[config.mk]
export PLATFORM = sky130hd
export DESIGN_NAME = sll_seq
export DESIGN_NICKNAME = d
export VERILOG_FILES = /design/src/rtl/sll_seq.sv
export SDC_FILE = /design/constraint.sdc
export NUM_CORES = 1
export LEC_CHECK = 0
export CORE_ASPECT_RATIO = 1.4
export CORE_MARGIN = 2
export CORE_UTILIZATION = 58
export CTS_CLUSTER_SIZE = 10
export DETAILED_ROUTE_END_ITERATION = 8
export PLACE_DENSITY_LB_ADDON = 0.08
export SETUP_SLACK_MARGIN = 0.3
export SYNTH_ARGS = -nofsm -noshare
export SYNTH_HDL_FRONTEND = slang
export SYNTH_SLANG_ARGS = --single-unit
[constraint.sdc]
create_clock -name clk -period 4 [get_ports clk]
set_input_delay 0.4 -clock clk [delete_from_list [all_inputs] [get_ports clk]]
set_output_delay 0.4 -clock clk [all_outputs]
set_load 0.02 [all_outputs]
[src/rtl/sll_seq.sv]
// Sequential 32-bit logical left shifter: one log-shifter stage (16,8,4,2,1) per
// clock under a start/done handshake, result held in out until the next completion.
module sll_seq (
  input  logic        clk,
  input  logic        rst,
  input  logic        start,
  input  logic [31:0] inA,
  input  logic [4:0]  inB,
  output logic        busy,
  output logic        done,
  output logic [31:0] out
);

  typedef enum logic [1:0] {IDLE = 2'd0, SHIFT = 2'd1, DONE = 2'd2} state_t;

  state_t      state_q, state_d;
  logic [31:0] data_q, data_d;
  logic [31:0] out_q, out_d;
  logic [4:0]  amt_q, amt_d;
  logic [2:0]  k_q, k_d;
  logic [31:0] stage_val;

  always_ff @(posedge clk) begin
    if (rst) begin
      state_q <= IDLE;
      data_q  <= 32'h0;
      out_q   <= 32'h0;
      amt_q   <= 5'h0;
      k_q     <= 3'h0;
    end else begin
      state_q <= state_d;
      data_q  <= data_d;
      out_q   <= out_d;
      amt_q   <= amt_d;
      k_q     <= k_d;
    end
  end

  // One stage of the log shifter, selected by the current stage index.
  always_comb begin
    stage_val = data_q;
    case (k_q)
      3'd4: if (amt_q[4]) stage_val = data_q << 16;
      3'd3: if (amt_q[3]) stage_val = data_q << 8;
      3'd2: if (amt_q[2]) stage_val = data_q << 4;
      3'd1: if (amt_q[1]) stage_val = data_q << 2;
      3'd0: if (amt_q[0]) stage_val = data_q << 1;
      default: stage_val = data_q;
    endcase
  end

  always_comb begin
    state_d = state_q;
    data_d  = data_q;
    out_d   = out_q;
    amt_d   = amt_q;
    k_d     = k_q;
    case (state_q)
      IDLE, DONE: begin
        if (start) begin
          data_d  = inA;
          amt_d   = inB;
          k_d     = 3'd4;
          state_d = SHIFT;
        end else begin
          state_d = IDLE;
        end
      end
      SHIFT: begin
        data_d = stage_val;
        if (k_q == 3'd0) begin
          out_d   = stage_val;
          state_d = DONE;
        end else begin
          k_d = k_q - 3'd1;
        end
      end
      default: state_d = IDLE;
    endcase
  end

  always_comb begin
    busy = (state_q == SHIFT);
    done = (state_q == DONE);
    out  = out_q;
  end

endmodule

==> metrics.md, run 1 <==
| Metric | Value |
|---|---|
| Status | completed |
| Die area | 8520 µm² |
| Layout area overhead | 19.5% |
| Endpoint class of the critical path | register |
| Period utilisation layout | 72.3% |
| Worst Hold End | out[29] |
| TritonRoute pass-1 iters | 6 |
| Fmax | 346 MHz |
| Largest net degree at the start of global routing | 40 |
| Setup crit start kind | register |
| Root Driver | clkbuf_8 |
| Register area share after synthesis | 32.8% |
| Synth Area per Inst | 7.78 µm² |
| Final setup violation count | 0 |
| Worst skew pair latency | 370 ps |
| Starting density of the core | 59.0% |
| YS warnings | 0 |
| Share of the synthesized area in the top cell type | 32.8% |
| Slew margin rel. | 42.9% |
| Min-delay src | out[29] |
| Port Buffers | 73 |
| Top-count cell post-synth | dfxtp_1 |
| Final setup TNS | 0 ps |
| Hold_buf cts | 0 |
| Core ar. | 7650 µm² |
| TritonCTS clock tree | done |
| Mapped Nets | 626 |
| HPWL Detailed | 11.4 mm |
| Cell Area, Synth | 4520 µm² |
| Vias in the first global route | 4,718 |
| Number of flops mapped to enable cells by yosys | 0 |
| Critical path data arrival time | 3120 ps |
| Reg2reg end | out[20] |
| CTS buffer count | 9 |
| Min cycle time layout | 2890 ps |
| Critical setup path kind | register to register |
| Worst-case reg-to-reg path depth | 7 |
| Clk sinks | 74 |
| Final nets | 666 |
| Post-Syn Instances | 581 |
| FF+latch count, synth | 74 |
| Post-synth top cells | dfxtp_1, nand2_1, nor2_1 |
| Slew @ Worst Pin | 856 ps |
| Setup slack, reg-to-reg | 1110 ps |
| Final Max Slew Viols | 0 |
| R2r startpoint | k_q[0] |
| Layout cells sized above 1 | 6.55% |
| Post-synth cell types | 55 |
| P per Cell Area | 396 nW/µm² |
| First-pass GRT wire length | 24.6 mm |
| Synth area leaders | dfxtp_1, a21oi_1, nand2_1 |
| Wirelength per Cell | 21.4 µm |
| Initial antenna violation count | 0 |
| I/O pins | 74 |
| Ant diodes | 0 |
| Die Y | 108 µm |
| Storage element area | 1480 µm² |
| Post-CTS resize count | 0 |
| GRT Util Overall | 37.5% |
| Synth Flop Type | dfxtp_1 |
| CTS H-tree lvls | 3 |
| Worst EP required | 4230 ps |
| Max_cap viols | 0 |
| Vias per cell | 6.73 |
| DRC | 0 |
| Max rail drop VDD | 0.283 mV |
| Leak Pwr | 1.94 nW |
| Total power draw | 2.14 mW |
| Unrepaired setup endpoints after global routing | no |
| Final hold violations | 0 |
| Crit Path Max Fanout | 18 |
| Antenna viol nets, final | 0 |
| Depth of the worst hold-timing path | 2 |
| Final Wtd Congestion | 1.07 |
| FP Rows | 38 |
| Horiz. Die Dim | 78.6 µm |
| Hold Crit Class | register to register |
| Fillers | 647 |
| Async set-reset flop share out of synthesis | 0% |
| CTS clk-pin slew, worst paths | 80 ps |
| DR iter-0 viols | 426 |
| Post-CTS setup buffers | 0 |
| Clk buf depth | 2 |
| Final wirelength | 15.6 mm |
| Multi-input logic area | 2780 µm² |
| GRT Residual Overflow | 0 |
| Largest area contributor in the synthesized netlist | dfxtp_1 |
| Clock skew | 14.0 ps |
| Vias | 4,886 |
==> worst max-delay path, cell delays in order, from the launching register on <==
cell	delay, ps
dfxtp_1	340
inv_1	130
ha_1	550
a21boi_1	240
nor3_4	680
nand2_1	280
a221oi_1	380
a211oi_1	130
==> flip-flops by register name (all words and copies together), names as in the netlist <==
signal   count
out         32
amt_q        5
k_q          3
state_q      2
data_q      32
==> cell type report <==
class                      count  share of cell area (%)
clock buffer                  10                    2.36
clock inverter                 6                    1.20
inverter                       8                   0.556
multi-input combinational    446                    51.4
sequential                    74                    27.4
tap                          100                    2.32
timing repair buffer          82                    14.7
==> kinds of logic (layout without fill, tap and decap cells) <==
kind of cell    count (synthesis)  count (layout)  synth area share, %
fa+ha+maj                       5               5                 1.38
mux                            23              23                 5.32
flops                          74              74                 32.8
simple gates                  175             175                 18.6
buf+inv                        61             106                 5.73
compound gates                243             243                 36.2
==> worst max path at each step <==
stage	from	end	slack [ps]	cells past startpoint
floorplan	k_q[0]	data_q[5]	2110	7
global placement	k_q[0]	out[20]	1310	7
detailed placement	k_q[0]	out[20]	1160	7
CTS	k_q[0]	out[20]	1140	7
global route	k_q[0]	out[20]	880	7
finish	k_q[0]	out[20]	1110	7
==> cell usage in the layout, fill, tap and decap left out, types with 3 or more instances in the layout <==
cell	synthesis	layout
dfxtp_1	74	74
clkdlybuf4s50_1	0	72
nand2_1	56	56
nor2_1	47	47
a21oi_1	46	46
o22ai_1	31	31
o21ai_0	27	27
a211oi_1	24	24
nand2b_1	22	22
nor2b_1	15	15
a22oi_1	15	15
mux2i_1	15	15
o21ai_1	13	13
a311oi_1	9	9
a21boi_1	9	9
a22o_1	9	9
a211o_1	9	9
a31oi_1	9	9
clkbuf_8	0	9
buf_4	2	9
nor3_1	8	8
nand3_1	8	8
mux2_2	8	8
inv_1	7	7
a21o_1	7	7
and2_1	6	6
a221oi_1	5	5
a21boi_0	5	5
ha_1	5	5
and3_1	3	3
o2bb2ai_1	3	3
a221o_1	3	3
==> metal layers <==
| metal | share of wire, % | vias to the layer above | GRT usage, % |
|---|---|---|---|
| li1 | - | 2242 | - |
| met1 | 38 | 2311 | 43.6 |
| met2 | 50 | 273 | 63.6 |
| met3 | 6.1 | 60 | 4.34 |
| met4 | 5.5 | 0 | 26.6 |
| met5 | 0 | - | 0 |
==> power breakdown <==
| part | switching [mW] | internal, mW | leakage [nW] | total, mW |
|---|---|---|---|---|
| clock | 0.305 | 0.289 | 0.0966 | 0.594 |
| sequential | 0.102 | 0.809 | 0.606 | 0.911 |
| combinational | 0.378 | 0.253 | 1.23 | 0.631 |
| total | 0.785 | 1.35 | 1.94 | 2.14 |
==> metrics by stage <==
step / instance area [µm²] / hold slack [ps] / utilization, % / setup slack, ps / instances
CTS: 5400 / 460 / 70.5 / 1140 / 726
detailed placement: 5210 / 448 / 68.0 / 1160 / 710
finish: 5400 / 457 / 70.5 / 1110 / 726
global route: 5400 / 476 / 70.5 / 879 / 726
floorplan: 4520 / 462 / - / 2110 / 581
global placement: 5210 / 442 / 68.0 / 1310 / 710
Power figures use the tool's default switching activity.
==> run 2: changes to the inputs <==
Settings changed: CORE_UTILIZATION 58 to 49.
Clock period 4 ns to 2.3 ns, I/O delays scaled along.
==> run 2 against run 1 <==
Clock skew decreased by 2.0 ps. Clock-buffer cell count unchanged. Die area up 18%. Critical path depth is 1 higher. Core utilization fell by 4.8 points. Worst setup slack worse by 800 ps. Critical endpoint is now data_q[2].
==> metrics.md, run 2 (same netlist as run 1, synthesis figures left out) <==
| Metric | Value |
|---|---|
| R2r startpoint | k_q[1] |
| Layout Utilization | 65.7% (-4.8 points) |
| Worst-case reg-to-reg path depth | 8 (+1) |
| Critical path data arrival time | 2210 ps (-910 ps) |
| Vias in the first global route | 4,951 (+4.9%) |
| Final Wtd Congestion | 0.963 (-10%) |
| Worst skew pair latency | 340 ps (-30 ps) |
| Fmax | 501 MHz (+45%) |
| Max_cap viols | 0 (unchanged) |
| Die area | 10,000 µm² (+18%) |
| GRT Residual Overflow | 0 (unchanged) |
| Slew @ Worst Pin | 757 ps (-98.7 ps) |
| Setup slack, reg-to-reg | 300 ps (-800 ps) |
| Most common cell after layout, fill and taps aside | dfxtp_1 |
| Worst Hold End | data_q[4] |
| Critical setup path kind | register to register |
| Slack of the critical path | 303 ps (-805 ps) |
| Final hold violations | 0 (unchanged) |
| Clk buf depth | 2 (unchanged) |
| Hold Crit Class | input port to register |
| Max rail drop VDD | 0.455 mV (+61%) |
| Commonest cells after routing, fill and taps aside | dfxtp_1, clkdlybuf4s50_1, nand2_1 |
| CTS H-tree lvls | 3 (unchanged) |
| Endpoint class of the critical path | register |
| Final nets | 698 (+4.8%) |
| Layout area overhead | 30.6% |
| Crit Path Max Fanout | 15 (-3) |
| Min-delay src | rst |
| Starting density of the core | 50.3% (-8.7 points) |
| Final setup violation count | 0 (unchanged) |
| Largest net degree at the start of global routing | 51 (+28%) |
| Final Max Slew Viols | 0 (unchanged) |
| HPWL Detailed | 12.8 mm (+12%) |
| Pre-CTS setup slack | -38.9 ps (-1190 ps) |
| CTS buffer count | 9 (unchanged) |
| Port Buffers | 73 (unchanged) |
| First-pass GRT wire length | 27.1 mm (+10%) |
| TritonCTS clock tree | done |
| Total power draw | 4.28 mW (+100%) |
| Vias | 5,018 (+2.7%) |
| Clock skew | 12.0 ps (-2.00 ps) |
| Final Non-Filler Cells | 765 (+5.4%) |
| Clk sinks | 74 (unchanged) |
| CTS clk-pin slew, worst paths | 60 ps (-20 ps) |
| Setup crit start kind | register |
| Post-DP Area | 5470 µm² (+5.0%) |
| I/O pins | 74 (unchanged) |
| Storage element area | 1480 µm² (+0.17%) |
| Vias per cell | 6.56 (-2.5%) |
| Initial antenna violation count | 0 (unchanged) |
| DR iter-0 viols | 515 (+21%) |
| Layout cells sized above 1 | 15.7% (+9.1 points) |
| Horiz. Die Dim | 85.2 µm (+8.3%) |
| Leak Pwr | 2.18 nW (+12%) |
| TritonRoute pass-1 iters | 7 (+1) |
| Wirelength per Cell | 23.2 µm (+8.4%) |
| Antenna viol nets, final | 0 (unchanged) |
| Depth of the worst hold-timing path | 2 (unchanged) |
| P per Cell Area | 726 nW/µm² (+84%) |
| Fillers | 798 (+23%) |
| Placed cell count | 748 (+5.4%) |
| Fin area | 5900 µm² (+9.3%) |
| Status | completed |
| Worst EP required | 2510 ps (-1720 ps) |
| Slew margin rel. | 49.4% (+6.5 points) |
| Root Driver | clkbuf_16 |
| Min cycle time layout | 2000 ps (-895 ps) |
| DRC | 0 (unchanged) |
| Final wirelength | 17.8 mm (+14%) |
| FP Rows | 41 (+7.9%) |
| Unrepaired setup endpoints after global routing | yes |
| Multi-input logic area | 2910 µm² (+4.9%) |
| Core ar. | 8980 µm² (+17%) |
| Die Y | 118 µm (+8.5%) |
| Reg2reg end | data_q[2] |
| Ant diodes | 0 (unchanged) |
| Hold_buf cts | 0 (unchanged) |
| Period utilisation layout | 86.8% (+15 points) |
| GRT Util Overall | 35.0% (-2.5 points) |
-- run 2: area by class of cell --
type,instances,area share [%]
clock inverters,6,1.10
well taps,107,2.27
flip-flops and latches,74,25.1
multi-input cells,447,49.4
repair buffers,113,17.7
inverters,8,0.551
clock buffers,10,3.88
-- run 2: worst max path at each step --
stage	startpoint	endpoint	slack, ps	cells after the start
2_1_floorplan	k_q[0]	data_q[5]	410	7
3_5_place_dp	k_q[0]	out[31]	-40	6
4_1_cts	state_q[1]	busy	270	3
5_1_grt	k_q[0]	out[31]	260	6
6_report	k_q[1]	data_q[2]	300	8
3_3_place_gp	k_q[0]	out[2]	100	6
-- run 2: where the power goes --
part / switching, mW / internal (mW) / leakage [nW]
Clock: 0.576 / 0.842 / 0.143
Sequential: 0.150 / 1.41 / 0.607
Combinational: 0.779 / 0.529 / 1.43
Total: 1.51 / 2.78 / 2.18
-- run 2: per-layer routing --
metal | vias up | part of all wire, % | global-route usage, %
met3 | 56 | 6.9 | 5.54
li1 | 2315 | - | -
met1 | 2365 | 36 | 40.3
met2 | 282 | 52 | 60.5
met4 | 0 | 5.0 | 19.4
met5 | - | 0 | 0
-- run 2: timing repair --
action,CTS,global route
gates resized for setup,29,17
pin swaps,1,5
gates cloned,1,0
hold endpoints to repair,0,0
endpoints found under the setup margin,65,52
buffers inserted,0,0
-- run 2: per-stage QoR --
step / hold WS (ps) / setup TNS (ps)
6_report: 264 / 0
2_1_floorplan: 366 / 0
3_5_place_dp: 449 / -96.1
5_1_grt: 295 / 0
4_1_cts: 253 / 0
3_3_place_gp: 443 / 0
-- run 2: critical path, cell delays in order (launching register included) --
cell and delay (ps):
dfxtp_2 350, inv_2 100, ha_2 270, nor4_4 80
nor3_4 330, buf_6 240, a21boi_1 100, o21ai_0 290
a21oi_1 110
